**src/rtl/io_input_conditioner.sv**
```systemverilog
// Input conditioner for the 0xfff0 IO port: synchronises and debounces SW1/SW0/PB0, detects PB0 presses.
// Optional macro PB_PRESS_COUNT_EN adds a saturating 8-bit press counter in io_rdata[15:8].
module io_input_conditioner #(
  parameter int DEBOUNCE_CYCLES = 1000,
  parameter int CNT_W           = 16
) (
  input  logic        clock,
  input  logic        reset_n,
  input  logic [2:0]  sw_raw,
  input  logic [15:0] addr,
  input  logic        read,
  output logic        io_sw1,
  output logic        io_sw0,
  output logic        io_pb0,
  output logic        pb_pulse,
  output logic        pb_pressed,
  output logic [15:0] io_rdata
);

  localparam logic [CNT_W-1:0] TERM_CNT = CNT_W'(DEBOUNCE_CYCLES - 1);

  logic [2:0] deb;
  logic [2:0] sync_out;
  logic [2:0] deb_fire;
  logic       pb_rise;
  logic       rd_clear;
  logic [7:0] press_cnt;

  // One independent synchroniser + debouncer per channel.
  for (genvar i = 0; i < 3; i++) begin : g_ch
    logic             s1;
    logic             s2;
    logic             deb_q;
    logic [CNT_W-1:0] cnt;
    logic             fire;

    always_ff @(posedge clock or negedge reset_n) begin
      if (!reset_n) begin
        s1 <= 1'b0;
        s2 <= 1'b0;
      end else begin
        s1 <= sw_raw[i];
        s2 <= s1;
      end
    end

    assign fire = (s2 != deb_q) && (cnt == TERM_CNT);

    // A bounce back to the debounced level drops the count to zero.
    always_ff @(posedge clock or negedge reset_n) begin
      if (!reset_n) begin
        deb_q <= 1'b0;
        cnt   <= '0;
      end else if (s2 == deb_q) begin
        cnt <= '0;
      end else if (fire) begin
        deb_q <= s2;
        cnt   <= '0;
      end else begin
        cnt <= cnt + 1'b1;
      end
    end

    assign deb[i]      = deb_q;
    assign sync_out[i] = s2;
    assign deb_fire[i] = fire;
  end

  // Debounced PB0 is about to go 0 -> 1 at this edge.
  assign pb_rise  = deb_fire[0] && sync_out[0];
  assign rd_clear = read && (addr == 16'hfff0);

  always_ff @(posedge clock or negedge reset_n) begin
    if (!reset_n) begin
      pb_pulse <= 1'b0;
    end else begin
      pb_pulse <= pb_rise;
    end
  end

  // A press arriving on the same edge as the clearing read keeps the flag set.
  always_ff @(posedge clock or negedge reset_n) begin
    if (!reset_n) begin
      pb_pressed <= 1'b0;
    end else if (pb_rise) begin
      pb_pressed <= 1'b1;
    end else if (rd_clear) begin
      pb_pressed <= 1'b0;
    end
  end

`ifdef PB_PRESS_COUNT_EN
  always_ff @(posedge clock or negedge reset_n) begin
    if (!reset_n) begin
      press_cnt <= 8'h00;
    end else if (rd_clear) begin
      press_cnt <= pb_rise ? 8'h01 : 8'h00;
    end else if (pb_rise && (press_cnt != 8'hff)) begin
      press_cnt <= press_cnt + 8'd1;
    end
  end
`else
  assign press_cnt = 8'h00;
`endif

  assign io_sw1   = deb[2];
  assign io_sw0   = deb[1];
  assign io_pb0   = deb[0];
  assign io_rdata = {press_cnt, 4'd0, pb_pressed, deb[2], deb[1], deb[0]};

endmodule

```
**config.mk**
```make
export PLATFORM = sky130hd
export DESIGN_NAME = io_input_conditioner
export DESIGN_NICKNAME = d
export VERILOG_FILES = /design/src/rtl/io_input_conditioner.sv
export SDC_FILE = /design/constraint.sdc
export NUM_CORES = 1
export LEC_CHECK = 0
export ABC_AREA = 0
export ABC_CLOCK_PERIOD_IN_PS = 3330
export CAP_MARGIN = 40
export CORE_ASPECT_RATIO = 0.7
export CORE_MARGIN = 2
export CORE_UTILIZATION = 50
export CTS_CLUSTER_SIZE = 40
export DETAILED_ROUTE_END_ITERATION = 16
export DONT_BUFFER_PORTS = 1
export PLACE_DENSITY = 0.68
export SYNTH_ARGS = -nofsm -noshare
export SYNTH_HDL_FRONTEND = slang
export SYNTH_SLANG_ARGS = --single-unit
```
**constraint.sdc**
```tcl
create_clock -name clock -period 3.33 [get_ports clock]
set_input_delay 0.4995 -clock clock [delete_from_list [all_inputs] [get_ports clock]]
set_output_delay 0.4995 -clock clock [all_outputs]
set_load 0.005 [all_outputs]
```
* Word level (Yosys, flattened, before mapping) *
Cells that the tools add are included.

word-level totals
  logic and storage cells = 47
  bits in registers = 59
  output and inout bits = 21
  input bits = 22

operators by class
  reductions and logical operators = 9
  equal/unequal tests = 10
  bitwise logic cells = 3
  $add $sub $neg = 3
  muxes and demuxes = 8

operators with widths
  cell                   number
  $mux 16                6
  $add 16x1->16 const B  3
  $eq 16x10->1 const B   3
  $eq 16x16->1 const B   1
  $reduce_and 2->1       3
  $logic_and 1x1->1      5
  $eq 1x1->1             3
  $ne 1x1->1             3
  $not 1->1              3
  $mux 1                 2
  $reduce_bool 2->1      1

* Depth between registers and ports, before layout *
Gate-level depths: netlist (run 1).

  word-level depth = 4
  gate-level depth with buffers = 6

* Least setup slack after synthesis (run 1) *
Ideal clock, no wire load.

  path kind = register to register
  start point = register g_ch[0].cnt[3]
  end point = register g_ch[0].cnt[10]
  path slack = 1636 ps
  stages on the path, launching flop included = 6
  data required time = 3211 ps
  arrival time = 1574 ps
  library setup time = 119 ps
  cell sequence = dfrtp_1 or4_4 nor4_4 a21o_4 buf_12 nor2_2

between the ends
  cells in the longest elaborated chain, start to end = 4
  elaborated cells between the ends (all ways) = 5

ends and longest elaborated chain
  item                                                   RTL line  RTL
  start, declared                                        34        logic [CNT_W-1:0] cnt;
  start signal, assigned                                 60        cnt <= cnt + 1'b1;
  branches (longest 2 deep; another with $add 16x1->16)  n/a
  $mux 16 *                                              56        end else if (fire) begin
  $mux 16 *                                              54        end else if (s2 == deb_q) begin

Every way passes the cells marked *.
A chain may end at the register's enable or synchronous reset.

* Worst setup path after layout (run 1) *
  start point = register g_ch[1].cnt[10]
  end point = register g_ch[1].cnt[14]

between the ends
  cells in the longest elaborated chain, start to end = 4
  elaborated cells between the ends (all ways) = 5

ends and longest elaborated chain
  item                                                   RTL line
  start, declared                                        34
  start signal, assigned                                 60
  branches (longest 2 deep; another with $add 16x1->16)  n/a
  $mux 16 *                                              56
  $mux 16 *                                              54

Marks and branches as above.

==> impl_metrics.tcl, run 1 <==
set metrics [dict create \
    avgSynthCellArea_um2 10.2 \
    rsz0062_at_grt "false" \
    maxSlewViolCount 0 \
    cap_violations 0 \
    finalClockSkew_ns 0.00682 \
    final_cell_mix "59 x dfrtp_1, 41 x nor2_1, 32 x xnor2_1" \
    post_layout_nonfiller_instances 371 \
    start_util 0.514 \
    cts_tree "done" \
    synth-async-reset-ratio 1.00 \
    diodes 0 \
    grt_start_max_net_pins 60 \
    cp.arrival_ns 2.13 \
    dpl.hpwl_mm 3.30 \
    cts_buffer_depth 2 \
    worstHoldPathType "input pin to asynchronous set/reset pin" \
    io_pins 43 \
    vdd_drop_max_mv 0.279 \
    gp_congestion 0.763 \
    synth_ff_type "dfrtp_1" \
    yosys_warnings 0 \
    grt_usage 0.182 \
    ys_seq_elements 59 \
    final_common_cell "dfrtp_1" \
    post_drt_wl_per_cell_um 13.7 \
    layout-drive-gt1-share 0.132 \
    p_leak_nw 1.28 \
    htree_levels 3 \
    placed_cells 354 \
    ant_nets 0 \
    yosysSeqAreaShare 0.506 \
    antenna_found_initial 0 \
    criticalPathCategory "register to register" \
    num_vias 1971 \
    utilization 0.562 \
    finalCritPeriodShare 0.573 \
    die_w_um 95.3 \
    period_minus_slack_ns 1.91 \
    clock-root-buffer "clkbuf_8" \
    r2r_setup_slack_ns 1.42 \
    postCtsSetupBuffers 0 \
    synth-edff-count 0 \
    nNetsFinal 316 \
    crit_start "g_ch[1].cnt[10]$_DFF_PN0_" \
    wirelength_mm 5.08 \
    viasPerCell 5.31 \
    grt_pass1_vias 1813 \
    critPathRequiredTime_ns 3.55 \
    rr_worst_depth 5 \
    worstPathMaxFanout 10 \
    syn_to_final_growth_pct 9.18 \
    end_kind "register" \
    drc 0 \
    insertion_delay_ns 0.33 \
    synthCells 286 \
    syn_area_mm2 0.00292 \
    numClockSinks 59 \
    clk_pin_slew_ns 0.07 \
    setup-tns-final_ns 0 \
    slew_headroom 0.601 \
    outcome "finished clean" \
    grt_overflow 0 \
    io_buffers 0 \
    power.density_mw_per_mm2 493 \
    die_h_um 67.9 \
    synth_cell_types 35 \
    drt-pass1-iter-count 4 \
    crit_path_start_kind "register" \
    coreArea_mm2 0.00567 \
    rows 23 \
    numCtsBuffers 9 \
    dieArea_mm2 0.00647 \
    hold_viol_final 0 \
    tightest_slew_ns 0.593 \
    fmax_mhz 524 \
    initialDrtViolationCount 171 \
    setup_viol 0 \
    reg2reg_from "g_ch[1].cnt[10]$_DFF_PN0_" \
    grt_pass1_wl_mm 8.58 \
    ctsResizeCount 0 \
]
registers in the layout (all words and copies together) (netlist names):
register and count:
g_ch.cnt 48, g_ch.s1 3, g_ch.s2 3, io_pb0 1, io_sw0 1, io_sw1 1
pb_pressed 1, pb_pulse 1
layer usage:
layer,GRT usage,part of all wire
met3,0.0870,0.058
met2,0.253,0.43
met1,0.246,0.49
met4,0.0688,0.015
met5,0,0
synthesized netlist by cell type, drive strengths merged (2+ instances only):
| library cell | n | area, um^2 |
|---|---|---|
| nor3 | 14 | 70.1 |
| a21o | 3 | 30.0 |
| inv | 10 | 37.5 |
| nand3 | 11 | 55.1 |
| mux2 | 2 | 22.5 |
| xor2 | 12 | 105 |
| nand4 | 20 | 125 |
| dfrtp | 59 | 1480 |
| xnor2 | 32 | 280 |
| and4 | 2 | 18.8 |
| nand2 | 15 | 56.3 |
| o21ai | 2 | 10.0 |
| buf | 19 | 153 |
| ha | 3 | 37.5 |
| nor2 | 51 | 216 |
| or3 | 2 | 12.5 |
| and3 | 2 | 13.8 |
| nor4 | 18 | 128 |
through the flow:
stage | cell area (um^2) | setup WS, ns | hold WS (ns) | power [mW]
after floorplan | 2960 | 1.64 | 0.204 | 0.796
after global placement | 2910 | 1.57 | 0.207 | 0.791
after detailed placement | 2910 | 1.44 | 0.207 | 0.793
after CTS | 3180 | 1.43 | 0.0246 | 1.59
after global routing | 3180 | 1.29 | 0.0253 | 1.64
final | 3180 | 1.42 | 0.0146 | 1.57
worst paths after layout:
check / end
hold / removal: g_ch[0].cnt[5]$_DFF_PN0_
min in group clock: g_ch[0].s1$_DFF_PN0_
setup reg to reg: g_ch[1].cnt[14]$_DFF_PN0_
max in group asynchronous: g_ch[2].cnt[3]$_DFF_PN0_
hold reg to reg: g_ch[2].s2$_DFF_PN0_
setup / recovery: g_ch[1].cnt[14]$_DFF_PN0_
report_power, final:
group / leakage (nW) / switching [mW] / total [mW] / internal (mW)
registers: 0.803 / 0.0111 / 0.740 / 0.729
clock network: 0.122 / 0.272 / 0.775 / 0.503
logic: 0.355 / 0.0377 / 0.0556 / 0.0179
cells by family after synthesis:
kind of cell	after synthesis	share of synthesized area
and+or+nand+nor	140	0.254
DFF	59	0.506
xor gates and xnor gates	44	0.132
buffers and inverters	30	0.0665
AOI/OAI and AO/OA	7	0.0197
adders and majority gates	3	0.0129
muxes	2	0.00772
other	1	0.00129
area by class of cell:
type	count	area (um^2)
clock inverters	3	67.6
repair buffers	3	42.5
inverters	10	37.5
multi-input cells	208	1290
clock buffers	13	179
flip-flops and latches	59	1480
fillers	483	2480
well taps	75	93.8
what timing repair did:
action	in CTS	in global routing
hold endpoints to repair	59	0
hold buffers	1	0
setup endpoints to repair	0	0
worst max-delay path, stage by stage (launching register included):
cell and delay [ns]:
dfrtp_1 0.44, nor4_1 0.37, nand4_1 0.19, o31ai_2 0.47, buf_4 0.27, nor2_1 0.06
Power figures use the tool's default switching activity.
==> run 2, diff against run 1 <==
ABC_CLOCK_PERIOD_IN_PS = 1900   (was 3330)
clock period = 1.9 ns   (was 3.33 ns; I/O delays follow)
==> impl_metrics.tcl, run 2 (synthesis results as in run 1) <==
set metrics [dict create \
    layout-drive-gt1-share 0.141 \
    met2_usage 0.262 \
    grt_util_met3 0.0705 \
    post_layout_nonfiller_instances 381 \
    grt_pass1_wl_mm 8.60 \
    fmax_mhz 568 \
    rsz0062_at_grt "false" \
    grt_usage 0.178 \
    io_pins 43 \
    busiest_layer "met2" \
    cp.arrival_ns 1.96 \
    clk_pin_slew_ns 0.07 \
    post_drt_wl_per_cell_um 13.2 \
    power.density_mw_per_mm2 770 \
    htree_levels 3 \
    drt-pass1-iter-count 4 \
    die_w_um 95.3 \
    largest-register "g_ch.cnt" \
    clock-root-buffer "clkbuf_8" \
    cts_buffer_depth 2 \
    setup_viol 0 \
    period_minus_slack_ns 1.76 \
    multi_input_area_mm2 0.00129 \
    dieArea_mm2 0.00647 \
    finalPower_mw 2.48 \
    gp_congestion 0.843 \
    rows 23 \
    crit_path_start_kind "register" \
    place_ws_ns 0.144 \
    die_h_um 67.9 \
    syn_to_final_growth_pct 10.2 \
    critPathRequiredTime_ns 2.10 \
    grt_util_met1 0.241 \
    grt_overflow 0 \
    ctsResizeCount 0 \
    worstHoldPathType "input pin to register" \
    cap_violations 0 \
    nNetsFinal 326 \
    reg_top3 "g_ch.cnt: 48 flops, g_ch.s1: 3 flops, g_ch.s2: 3 flops" \
    finalCritPeriodShare 0.926 \
    hold_viol_final 0 \
    grt_start_max_net_pins 60 \
    finalClockSkew_ns 0.0134 \
    ctsHoldBuffers 5 \
    initialDrtViolationCount 106 \
    outcome "finished clean" \
    drc 0 \
    worstPathMaxFanout 16 \
    final_common_cell "dfrtp_1" \
    largest_reg_flops 48 \
    num_vias 2008 \
    dpl.hpwl_mm 3.44 \
    wirelength_mm 5.03 \
    numClockSinks 59 \
    placed_cells 360 \
    vdd_drop_max_mv 0.449 \
    numCtsBuffers 9 \
    maxSlewViolCount 0 \
    ant_nets 0 \
    end_kind "register" \
    criticalPathCategory "register to register" \
    fill_cells 480 \
    cts_tree "done" \
    viasPerCell 5.27 \
    setup-tns-final_ns 0 \
    coreArea_mm2 0.00567 \
    insertion_delay_ns 0.33 \
    p_leak_nw 1.30 \
    final_cell_mix "59 x dfrtp_1, 41 x nor2_1, 32 x xnor2_1" \
    antenna_found_initial 0 \
    io_buffers 0 \
    grt_pass1_vias 1888 \
    start_util 0.514 \
    hold_slack_ns 0.132 \
    setup_slack_ns 0.141 \
    postCtsSetupBuffers 0 \
    seq_area_mm2 0.00148 \
    diodes 0 \
]
run 2: changes by cell type in the layout (fill, tap and decap cells not counted), sizes merged:
cell,previous run,this run
clkbuf,13,15
dlygate4sd3,0,4
clkinv,0,1
buf,3,9
bufinv,2,0
clkinvlp,1,0
run 2: metrics by stage:
step                instance area (um^2)  utilization
CTS                                 3210        0.567
finish                              3210        0.567
global placement                    2960        0.521
global route                        3210        0.567
detailed placement                  2960        0.521
floorplan                           2960            -
run 2: critical path, stage by stage, from the launching register on:
cell and delay [ns]:
dfrtp_1 0.41, or4_4 0.56, nor4_4 0.28, a21o_4 0.30, nor2_1 0.08
run 2: area by class of cell:
class,instances,share of cell area
flip-flops and latches,59,0.459
multi-input cells,208,0.401
clock buffers,15,0.0580
repair buffers,13,0.0397
well taps,75,0.0292
inverters,10,0.0117
clock inverters,1,0.00156
run 2: path summary, 6_finish.rpt:
path	start	end	slack (ns)	cells after the start
worst max-delay path	g_ch[0].cnt[13]$_DFF_PN0_	g_ch[0].cnt[4]$_DFF_PN0_	0.14	4
worst min-delay path	addr[4]	pb_pressed$_DFFE_PN0P_	0.13	2
worst max register to register	g_ch[0].cnt[13]$_DFF_PN0_	g_ch[0].cnt[4]$_DFF_PN0_	0.14	4
worst min register to register	g_ch[0].s1$_DFF_PN0_	g_ch[0].s2$_DFF_PN0_	0.34	0
max in group asynchronous	reset_n	g_ch[2].cnt[11]$_DFF_PN0_	1.16	2
min in group asynchronous	reset_n	g_ch[0].cnt[5]$_DFF_PN0_	0.47	2
run 2: per-layer routing:
layer	part of all wire	up-vias	routed length [um]
met2	0.44	28	2230
li1	-	995	-
met5	0	-	0
met4	0.0096	0	48
met1	0.51	979	2570
met3	0.034	6	173
run 2: report_power, final:
group / internal (mW) / switching (mW) / total, mW
sequential: 1.28 / 0.0203 / 1.30
clock: 0.615 / 0.454 / 1.07
combinational: 0.0395 / 0.0687 / 0.108
total: 1.93 / 0.543 / 2.48
==> run 3, diff against run 2 <==
ABC_CLOCK_PERIOD_IN_PS = 2200   (was 1900)
CORE_ASPECT_RATIO = 0.8   (was 0.7)
CORE_MARGIN = unset   (was 2)
clock period = 2.2 ns   (was 1.9 ns; I/O delays follow)
==> impl_metrics.tcl, run 3 (synthesis results as in run 1) <==
set metrics [dict create \
    r2r_end "g_ch[2].cnt[4]$_DFF_PN0_" \
    die_w_um 87.4 \
    grt_usage 0.187 \
    wirelength_mm 4.87 \
    p_seq_frac 0.522 \
    coreArea_mm2 0.00553 \
    grt_pass1_wl_mm 8.60 \
    largest-register "g_ch.cnt" \
    dieArea_mm2 0.00614 \
    worstHoldPathType "input pin to register" \
    critPathRequiredTime_ns 2.42 \
    io_pins 43 \
    finalPower_mw 2.15 \
    power.density_mw_per_mm2 680 \
    power_frac_comb 0.041 \
    crit_slowest_cell "dfrtp_1" \
    reg_top3 "g_ch.cnt: 48 flops, g_ch.s1: 3 flops, g_ch.s2: 3 flops" \
    nNetsFinal 320 \
    viasPerCell 5.10 \
    maxSlewViolCount 0 \
    clock-root-buffer "clkbuf_8" \
    dpl.hpwl_mm 3.24 \
    outcome "finished clean" \
    postCtsSetupBuffers 0 \
    gp_congestion 0.805 \
    worstPathMaxFanout 11 \
    path_buf_inv 1 \
    cap_violations 0 \
    criticalPathCategory "register to register" \
    hold_slack_ns 0.0246 \
    numCtsBuffers 9 \
    min_from "sw_raw[1]" \
    power_switching_mw 0.477 \
    num_vias 1919 \
    setup_viol 0 \
    critPathMaxStageDelay_ns 0.38 \
    end_kind "register" \
    rr_worst_depth 6 \
    rows 24 \
    cp.arrival_ns 2.02 \
    swShare 0.222 \
    drc 0 \
    cp_top_family "simple AND/OR/NAND/NOR gates" \
    grt_start_max_net_pins 60 \
    post_layout_nonfiller_instances 376 \
    hold_depth 0 \
    cts_tree "done" \
    vdd_drop_max_mv 0.405 \
    placed_cells 358 \
    diodes 0 \
    drt-pass1-iter-count 4 \
    numClockSinks 59 \
    syn_to_final_growth_pct 8.37 \
    largest_reg_flops 48 \
    clk_pin_slew_ns 0.06 \
    fmax_mhz 556 \
    io_buffers 0 \
    antenna_found_initial 0 \
    initialDrtViolationCount 106 \
    hold_viol_final 0 \
    crit_path_start_kind "register" \
    ant_nets 0 \
    layout-drive-gt1-share 0.124 \
    reg2reg_from "g_ch[2].cnt[0]$_DFF_PN0_" \
    die_h_um 70.3 \
    period_minus_slack_ns 1.80 \
    final_cell_mix "59 x dfrtp_1, 41 x nor2_1, 32 x xnor2_1" \
    clockPowerShare 0.437 \
    start_util 0.528 \
    final_common_cell "dfrtp_1" \
    r2r_setup_slack_ns 0.40 \
    post_drt_wl_per_cell_um 13.0 \
    htree_levels 3 \
    rsz0062_at_grt "false" \
    p_leak_nw 1.27 \
    cts_buffer_depth 2 \
    setup-tns-final_ns 0 \
    holdPathEnd "g_ch[1].s1$_DFF_PN0_" \
    grt_pass1_vias 1816 \
    grt_overflow 0 \
    finalClockSkew_ns 0.00656 \
    cp_cell_sequence "ha_1 -> nor4bb_1 -> nand4_1 -> o21ai_1 -> buf_4 -> nor2_1" \
    finalCritPeriodShare 0.817 \
    power.internal_mw 1.67 \
    insertion_delay_ns 0.34 \
]
[run 3: cell count changes in the layout (fill, tap and decap cells not counted)]
cell and delta:
dlygate4sd3_1 -1, clkbuf_8 -3, clkbuf_1 -1, buf_4 -5
clkinv_2 +1, bufinv_16 +1
[run 3: repair_timing]
item / in CTS / in global routing
hold endpoints to repair: 59 / 2
hold buffers: 2 / 2
endpoints found under the setup margin: 0 / 0
gates resized for setup: 0 / 0
[run 3: area by class of cell]
class,instances,area (um^2)
multi-input cells,208,1290
inverters,10,37.5
flip-flops and latches,59,1480
clock inverters,3,40.0
repair buffers,7,80.1
clock buffers,11,141
well taps,78,97.6
fillers,493,2360
[run 3: stage by stage]
step	utilization	setup slack, ns	instance area (um^2)
6_report	0.572	0.402	3160
5_1_grt	0.572	0.237	3160
4_1_cts	0.568	0.404	3140
3_5_place_dp	0.529	0.412	2920
3_3_place_gp	0.529	0.459	2920
2_1_floorplan	-	0.506	2960
[run 3: metal layers]
| metal | global-route usage | share of wire | vias to the layer above |
|---|---|---|---|
| li1 | - | - | 973 |
| met1 | 0.270 | 0.51 | 894 |
| met2 | 0.257 | 0.43 | 44 |
| met3 | 0.0674 | 0.054 | 8 |
| met4 | 0.0656 | 0.012 | 0 |
| met5 | 0 | 0 | - |
[run 3: power groups by stage]
| stage | Clock, mW | Combinational, mW | Sequential, mW |
|---|---|---|---|
| global route | 1.03 | 0.104 | 1.12 |
| global placement | 0 | 0.0579 | 1.14 |
| detailed placement | 0 | 0.0587 | 1.14 |
| finish | 0.940 | 0.0883 | 1.12 |
| CTS | 0.966 | 0.0881 | 1.12 |
| floorplan | 0 | 0.0680 | 1.14 |
[run 3: worst reg2reg max path, delay by kind of cell, from the launching register on]
kind / cells / cell delay, ns
compound gates: 1 / 0.32
buf+inv: 1 / 0.25
fa+ha+maj: 1 / 0.28
simple gates: 3 / 0.45
flops: 1 / 0.38
[run 3: worst max path at each step]
stage                                        start                        end  slack (ns)  depth (start not counted)
after floorplan           g_ch[0].cnt[3]$_DFF_PN0_  g_ch[0].cnt[10]$_DFF_PN0_        0.51                          5
after global placement    g_ch[0].cnt[3]$_DFF_PN0_  g_ch[0].cnt[15]$_DFF_PN0_        0.46                          4
after detailed placement  g_ch[0].cnt[3]$_DFF_PN0_   g_ch[0].cnt[3]$_DFF_PN0_        0.41                          4
after CTS                 g_ch[0].cnt[3]$_DFF_PN0_   g_ch[0].cnt[3]$_DFF_PN0_        0.40                          4
after global routing      g_ch[2].cnt[0]$_DFF_PN0_  g_ch[2].cnt[11]$_DFF_PN0_        0.24                          6
final                     g_ch[2].cnt[0]$_DFF_PN0_   g_ch[2].cnt[4]$_DFF_PN0_        0.40                          6
